$ cat config.mk
export PLATFORM = sky130hd
export DESIGN_NAME = ram_arbiter
export DESIGN_NICKNAME = d
export VERILOG_FILES = /design/src/rtl/ram_arb_pkg.sv /design/src/rtl/ram_arbiter.sv
export SDC_FILE = /design/constraint.sdc
export NUM_CORES = 1
export LEC_CHECK = 0
export ABC_AREA = 0
export BUFFER_PORTS_ARGS = -buffer_cell sky130_fd_sc_hd__clkbuf_2
export CORE_MARGIN = 3
export CORE_UTILIZATION = 40
export DETAILED_ROUTE_END_ITERATION = 10
export MAX_ROUTING_LAYER = met4
export PLACE_DENSITY = 0.8
export SLEW_MARGIN = 20
export SYNTH_ARGS = -nofsm -noshare
export SYNTH_HDL_FRONTEND = slang
export SYNTH_SLANG_ARGS = --single-unit
$ cat constraint.sdc
create_clock -name clk -period 1.3 [get_ports clk]
set_input_delay 0.13 -clock clk [delete_from_list [all_inputs] [get_ports clk]]
set_output_delay 0.13 -clock clk [all_outputs]
set_load 0.05 [all_outputs]
$ cat src/rtl/ram_arb_pkg.sv
// Shared definitions for the RAM time-slot arbiter.
//   owner_e            : which requester drives the RAM bus in a given cycle
//   VGA_BASE_DEFAULT   : upper address bits of the video window ($C000-$DFFF)
//   STARVE_MAX_DEFAULT : denied odd slots tolerated before DMA is forced in
package ram_arb_pkg;

   typedef enum logic [1:0] {
      OwnIdle = 2'd0,
      OwnCpu  = 2'd1,
      OwnVga  = 2'd2,
      OwnDma  = 2'd3
   } owner_e;

   localparam logic [2:0]  VGA_BASE_DEFAULT   = 3'b110;
   localparam int unsigned STARVE_MAX_DEFAULT = 15;

endpackage

$ cat src/rtl/ram_arbiter.sv
// Time-slot arbiter for the single-port synchronous video/work RAM.
// Even cycles (phase=0) always belong to the CPU; odd cycles (phase=1) are shared
// between VGA scanout and the DMA/blitter port, with a starvation guard for DMA.
//
// Ports:
//   clk, rst                    : 25.175 MHz clock, async active-high reset
//   phase                       : slot phase, 0 = CPU slot, 1 = shared slot (CPU clock)
//   cpu_addr/dbw/we/sel         : CPU request side
//   cpu_dbr                     : CPU read data, latched at end of the phase-1 cycle
//   vga_req/vga_addr            : VGA fetch request for the next shared slot
//   vga_data/vga_valid          : VGA read return, one cycle after the slot
//   vga_miss                    : VGA slot stolen by the starvation guard
//   dma_req/addr/dbw/we         : DMA request, held until dma_ack
//   dma_ack                     : DMA access occurring this cycle
//   dma_dbr/dma_valid           : DMA read data (latched) and its update pulse
//   ram_addr/dbw/we, ram_dbr    : RAM port, one-cycle read latency
module ram_arbiter
   import ram_arb_pkg::*;
#(
   parameter int unsigned       AW         = 16,
   parameter int unsigned       DW         = 8,
   parameter int unsigned       VAW        = 13,
   parameter logic [AW-VAW-1:0] VGA_BASE   = VGA_BASE_DEFAULT,
   parameter int unsigned       STARVE_MAX = STARVE_MAX_DEFAULT
) (
   input  logic           clk,
   input  logic           rst,
   output logic           phase,
   input  logic [AW-1:0]  cpu_addr,
   input  logic [DW-1:0]  cpu_dbw,
   input  logic           cpu_we,
   input  logic           cpu_sel,
   output logic [DW-1:0]  cpu_dbr,
   input  logic           vga_req,
   input  logic [VAW-1:0] vga_addr,
   output logic [DW-1:0]  vga_data,
   output logic           vga_valid,
   output logic           vga_miss,
   input  logic           dma_req,
   input  logic [AW-1:0]  dma_addr,
   input  logic [DW-1:0]  dma_dbw,
   input  logic           dma_we,
   output logic           dma_ack,
   output logic [DW-1:0]  dma_dbr,
   output logic           dma_valid,
   output logic [AW-1:0]  ram_addr,
   output logic [DW-1:0]  ram_dbw,
   output logic           ram_we,
   input  logic [DW-1:0]  ram_dbr
);

   localparam logic [3:0] StarveLim = 4'(STARVE_MAX);

   logic          phase_q, phase_next;
   owner_e        owner_q, owner_next;
   owner_e        owner_dly_q;
   logic [3:0]    starve_q, starve_next;
   logic          vga_miss_q, vga_miss_next;
   logic          dma_we_dly_q;
   logic [DW-1:0] cpu_dbr_q, dma_dbr_q;
   logic          dma_valid_q;
   logic [AW-1:0] vga_win_addr;

   assign vga_win_addr = {VGA_BASE, vga_addr};

   // Owner and starvation bookkeeping for the cycle that follows.
   always_comb begin
      phase_next    = ~phase_q;
      owner_next    = OwnIdle;
      starve_next   = starve_q;
      vga_miss_next = 1'b0;
      if (!phase_next) begin
         owner_next = OwnCpu;
      end else begin
         if (dma_req && (starve_q == StarveLim)) begin
            owner_next    = OwnDma;
            vga_miss_next = vga_req;
         end else if (vga_req && (starve_q < StarveLim)) begin
            owner_next = OwnVga;
         end else if (dma_req) begin
            owner_next = OwnDma;
         end
         if (owner_next == OwnDma) begin
            starve_next = '0;
         end else if (dma_req && (starve_q != 4'hF)) begin
            starve_next = starve_q + 4'd1;
         end
      end
      if (!dma_req) begin
         starve_next = '0;
      end
   end

   always_ff @(posedge clk or posedge rst) begin
      if (rst) begin
         phase_q      <= 1'b0;
         owner_q      <= OwnIdle;
         owner_dly_q  <= OwnIdle;
         starve_q     <= '0;
         vga_miss_q   <= 1'b0;
         dma_we_dly_q <= 1'b0;
         cpu_dbr_q    <= 8'hFF;
         dma_dbr_q    <= 8'hFF;
         dma_valid_q  <= 1'b0;
      end else begin
         phase_q      <= phase_next;
         owner_q      <= owner_next;
         owner_dly_q  <= owner_q;
         starve_q     <= starve_next;
         vga_miss_q   <= vga_miss_next;
         dma_we_dly_q <= dma_we;
         // Read returns arrive one cycle after the slot that issued them.
         if (owner_dly_q == OwnCpu) begin
            cpu_dbr_q <= ram_dbr;
         end
         dma_valid_q <= (owner_dly_q == OwnDma) && !dma_we_dly_q;
         if ((owner_dly_q == OwnDma) && !dma_we_dly_q) begin
            dma_dbr_q <= ram_dbr;
         end
      end
   end

   // RAM bus is a pure mux of the registered owner.
   always_comb begin
      ram_addr = vga_win_addr;
      ram_dbw  = '0;
      ram_we   = 1'b0;
      unique case (owner_q)
         OwnCpu: begin
            ram_addr = cpu_addr;
            ram_dbw  = cpu_dbw;
            ram_we   = cpu_we & cpu_sel;
         end
         OwnVga: begin
            ram_addr = vga_win_addr;
         end
         OwnDma: begin
            ram_addr = dma_addr;
            ram_dbw  = dma_dbw;
            ram_we   = dma_we;
         end
         OwnIdle: begin
            ram_addr = vga_win_addr;
         end
      endcase
      // Abort an in-flight write the instant reset asserts, not at the next edge.
      if (rst) begin
         ram_we = 1'b0;
      end
   end

   assign phase     = phase_q;
   assign cpu_dbr   = cpu_dbr_q;
   assign vga_data  = ram_dbr;
   assign vga_valid = (owner_dly_q == OwnVga);
   assign vga_miss  = vga_miss_q;
   assign dma_ack   = (owner_q == OwnDma);
   assign dma_dbr   = dma_dbr_q;
   assign dma_valid = dma_valid_q;

endmodule
==> impl_summary.md <==
Floorplanning
The horizontal extent of the die is 71.9 um. The die extent in y is 71.9 um. For this configuration, the core starts out at a cell density of 0.425. In this run the core area contains 23 standard-cell rows. The die covers 5170 sq um.

The region available for standard cell placement spans 4090 sq um. 130 I/O pins were placed.

STA
Across all setup checks in the final design, the least slack found is -277 ps. The final-report max-slew violation count is 0. The total negative slack for setup checks is -5720 ps. Setup repair after global routing could not meet its margin everywhere. The final period utilization is 1.21.

Headroom to the max-slew limit came out at 0.796. Timing would allow up to 0.634 GHz. The tightest hold margin is 119 ps. Setup violations remaining at the end of the flow were counted as 26. On the final layout, the worst clock skew is 6.73 ps. At the pin with the least slew margin, the transition time is 298 ps. The worst path in the final design needs a cycle of 1580 ps, including I/O delays and setup. The final hold violation count was 0.

GRT
Entering global routing, the biggest net connects 29 pins. The total routing resource utilization after global routing is 0.211. The initial antenna violation count is 0. The overall overflow remaining after global route is 0. The number of global-route vias before repair is 1,736. The first global-routing pass estimated 8.31 mm of wire.

Synth
The number of library cell types mapped by synthesis is 28. The proportion of synthesized area in mux cells is 0.276. The cell accounting for the most synthesized area is sky130_fd_sc_hd__dfstp_2. Counting flops and latches in the post-synthesis netlist gives 28. The fraction of registers with async set or reset after synthesis is 1.00. The post-synth net total is 236. After synthesis, the cell types taking the most area are sky130_fd_sc_hd__dfstp_2, sky130_fd_sc_hd__dfrtp_1, sky130_fd_sc_hd__mux2i_1.

Of the total synthesized cell area, the portion taken by AND, OR, NAND and NOR gates is 0.145. By count the netlist is led by sky130_fd_sc_hd__mux2i_1, sky130_fd_sc_hd__a21oi_1, sky130_fd_sc_hd__dfstp_2, sky130_fd_sc_hd__mux2_4, sky130_fd_sc_hd__nor2_1. The adder and majority gate portion of the synthesized area is 0.00720. In the post-synthesis netlist, the cell with the most instances is sky130_fd_sc_hd__mux2i_1. The number of enable flip-flop cells after synthesis is 0. The xor/xnor cell area share of the yosys netlist is 0.

Averaged over all synthesized cells, the footprint is 10.9 sq um. The main combinational cell family by area after synthesis is multiplexers. The post-synth design cell area is 1740 sq um. In the synthesized netlist the dominant register cell turns out to be sky130_fd_sc_hd__dfstp_2. The share of synthesized area in the top cell type comes to 0.242.

For this run, the register share of the synthesized area comes to 0.415. The area fraction in compound gates after synthesis was 0.0677. The warning count from the yosys run is 0. In the synthesized netlist, the number of instances is 159.

Routing
The ratio of routed vias to standard cells is 5.02. The number of remaining DRC errors is 0. The final layout contains routed wiring with a total length of 5.34 mm. The wire length per cell is 15.8 um. The count of nets left with antenna violations once routing finished came out at 0. The starting DRC count in detailed routing is 33. The total via count after detailed routing is 1,701. The total iterations of the first detailed-routing run is 4.

Placed design
At the placement stage, the worst setup path has a slack of -37.9 ps. The number of buffer cells added on primary ports is 129. The placed instance area is 2500 sq um. The estimated wirelength of the detail-placed design is 3.55 mm. In this run, placement finished with an instance count of 325. The routability congestion estimate from global placement is 0.858.

Setup path
The worst setup path is launched from a flop. The type of element capturing the critical path is an output port. The startpoint identified for the worst register-to-register timing path is starve_q[0]$_DFFE_PP0P_.

The worst-path cell with the longest stage delay is sky130_fd_sc_hd__dfrtp_2. The largest incremental delay on the critical path is 450 ps. STA puts the critical path data arrival time at 1450 ps. The worst path buffer plus inverter count is 2. The worst reg2reg path depth is 4.

In this run the number of cells on the critical path is 4. The critical-path maximum fanout is 9. The worst setup path category is reg2out. Among the stages of the critical path, the cell type that occurs most often is sky130_fd_sc_hd__buf_12.

Traced cell by cell, the critical path runs through buf_12 -> mux2i_1 -> nor2b_4 -> buf_12. Tracing the worst setup path back leads to its startpoint at owner_q[1]$_DFF_PP0_. STA puts the critical path data required time at 1170 ps.

Grouping stages by cell kind, the critical path spends the most delay in flip-flops.

Clock tree
The clock drives 28 sinks. The root buffer cell chosen for the clock tree is sky130_fd_sc_hd__clkbuf_8. The number of buffers created by CTS is 3.

The clock input transition at the sequential cells of the worst setup and hold paths is 90 ps. The TritonCTS clock tree is done. Counting along the longest clock path gives a buffer depth of 2.

The number of H-tree levels is 1. The clock latency on the worst-skew pair is 270 ps.

Run
The count of max-cap constraint violations is 0.

Pwr
The share of power burned in registers is 0.349. The leakage power of the design is 1.54 nW. The maximum vdd drop is 467 uV. Cell internal power was estimated by the tool at 0.00192 W. The clock group share of total power is 0.222.

The switching power share of the total is 0.362. The portion of total power attributed to combinational logic is 0.430. In this run the power spent charging and discharging nets is 0.00109 W. For this design the ratio of total power to cell area is 994 nW/um^2.

Layout
In the final layout, flip-flops and latches occupy 724 sq um. The multi-input combinational cell area is 1090 sq um. Excluding fillers, the count of instances in the completed layout stands at 339. The area growth from synthesis to final layout is 73.9%. Counting the fill cells in the layout gives 272.

At the end of the flow, the number of nets in the layout was 367. The number of antenna diodes in the final layout is 0. With fillers left out, the area of the finished cells amounts to 3020 sq um. In the final layout, the share of cells above drive strength 1 is 0.775.

Worst hold path
The launch point of the worst hold path is ram_dbr[2]. The count of cells along the worst hold path is 2. The classification of the worst-slack hold path is in2reg.

Status
The run finished, with violations left. The final reports fail on negative setup slack.
[placed cells by master (no fill, tap or decap), types with 2 or more instances in the layout]
cell type	n
sky130_fd_sc_hd__a21oi_1	3
sky130_fd_sc_hd__a21oi_2	8
sky130_fd_sc_hd__a21oi_4	5
sky130_fd_sc_hd__buf_12	4
sky130_fd_sc_hd__buf_16	2
sky130_fd_sc_hd__buf_2	2
sky130_fd_sc_hd__buf_4	6
sky130_fd_sc_hd__buf_6	4
sky130_fd_sc_hd__buf_8	11
sky130_fd_sc_hd__clkbuf_2	102
sky130_fd_sc_hd__clkbuf_4	6
sky130_fd_sc_hd__clkbuf_8	7
sky130_fd_sc_hd__dfrtp_1	9
sky130_fd_sc_hd__dfrtp_2	3
sky130_fd_sc_hd__dfstp_2	16
sky130_fd_sc_hd__dlygate4sd3_1	2
sky130_fd_sc_hd__inv_1	2
sky130_fd_sc_hd__mux2_4	16
sky130_fd_sc_hd__mux2i_1	12
sky130_fd_sc_hd__mux2i_2	6
sky130_fd_sc_hd__mux2i_4	6
sky130_fd_sc_hd__nand2_1	8
sky130_fd_sc_hd__nand2b_1	2
sky130_fd_sc_hd__nand3_1	5
sky130_fd_sc_hd__nor2_1	15
sky130_fd_sc_hd__nor2b_2	8
sky130_fd_sc_hd__nor2b_4	2
[power groups by stage]
stage | clock network [W] | logic [W] | registers [W]
final | 0.000666 | 0.00129 | 0.00105
after global routing | 0.000718 | 0.00135 | 0.00106
after CTS | 0.000685 | 0.00122 | 0.00105
after detailed placement | 0 | 0.00109 | 0.00106
after global placement | 0 | 0.00108 | 0.00105
after floorplan | 0 | 0.000560 | 0.00132
[registers in the layout, indices dropped and copies added (netlist names)]
signal,flops
phase,1
dma_we_dly_q,1
dma_dbr,8
starve_q,4
owner_dly_q,2
cpu_dbr,8
vga_miss,1
owner_q,2
dma_valid,1
[kinds of logic after synthesis]
logic type / Yosys count
AOI/OAI and AO/OA: 21
adders and majority gates: 1
buffers and inverters: 22
DFF: 28
muxes: 40
and+or+nand+nor: 47
[per-stage QoR]
step | util | power (W)
final | 0.740 | 0.00300
after global routing | 0.740 | 0.00313
after CTS | 0.708 | 0.00295
after detailed placement | 0.612 | 0.00215
after global placement | 0.612 | 0.00213
after floorplan | - | 0.00188
[per-layer routing]
| layer | up-vias | wire length (um) | global-route usage |
|---|---|---|---|
| li1 | 798 | - | - |
| met1 | 803 | 2050 | 0.244 |
| met2 | 92 | 2770 | 0.368 |
| met3 | 8 | 404 | 0.0360 |
| met4 | 0 | 116 | 0.0752 |
| met5 | - | 0 | - |
[layout make-up]
class / count / area share
tap: 50 / 0.0207
multi-input combinational: 109 / 0.361
clock inverter: 1 / 0.00993
inverter: 4 / 0.00621
sequential: 28 / 0.240
timing repair buffer: 144 / 0.349
clock buffer: 3 / 0.0137
[final timing paths]
path                       slack [ps]                      end
max reg2reg                       130  starve_q[3]$_DFFE_PP0P_
min                               120   cpu_dbr[2]$_DFFE_PP1N_
max                              -280               ram_dbw[2]
min in group asynchronous         480      dma_valid$_DFF_PP0_
max in group asynchronous         520   dma_dbr[5]$_DFFE_PP1P_
min reg2reg                       570  starve_q[1]$_DFFE_PP0P_
[timing repair]
item / in CTS / in global routing
resized for setup: 53 / 35
hold buffers: 2 / 0
pin swaps: 2 / 4
gates cloned: 2 / 1
hold endpoints to repair: 13 / 0
endpoints found under the setup margin: 27 / 29
setup buffers: 3 / 2
(Power assumes the default switching activity.)
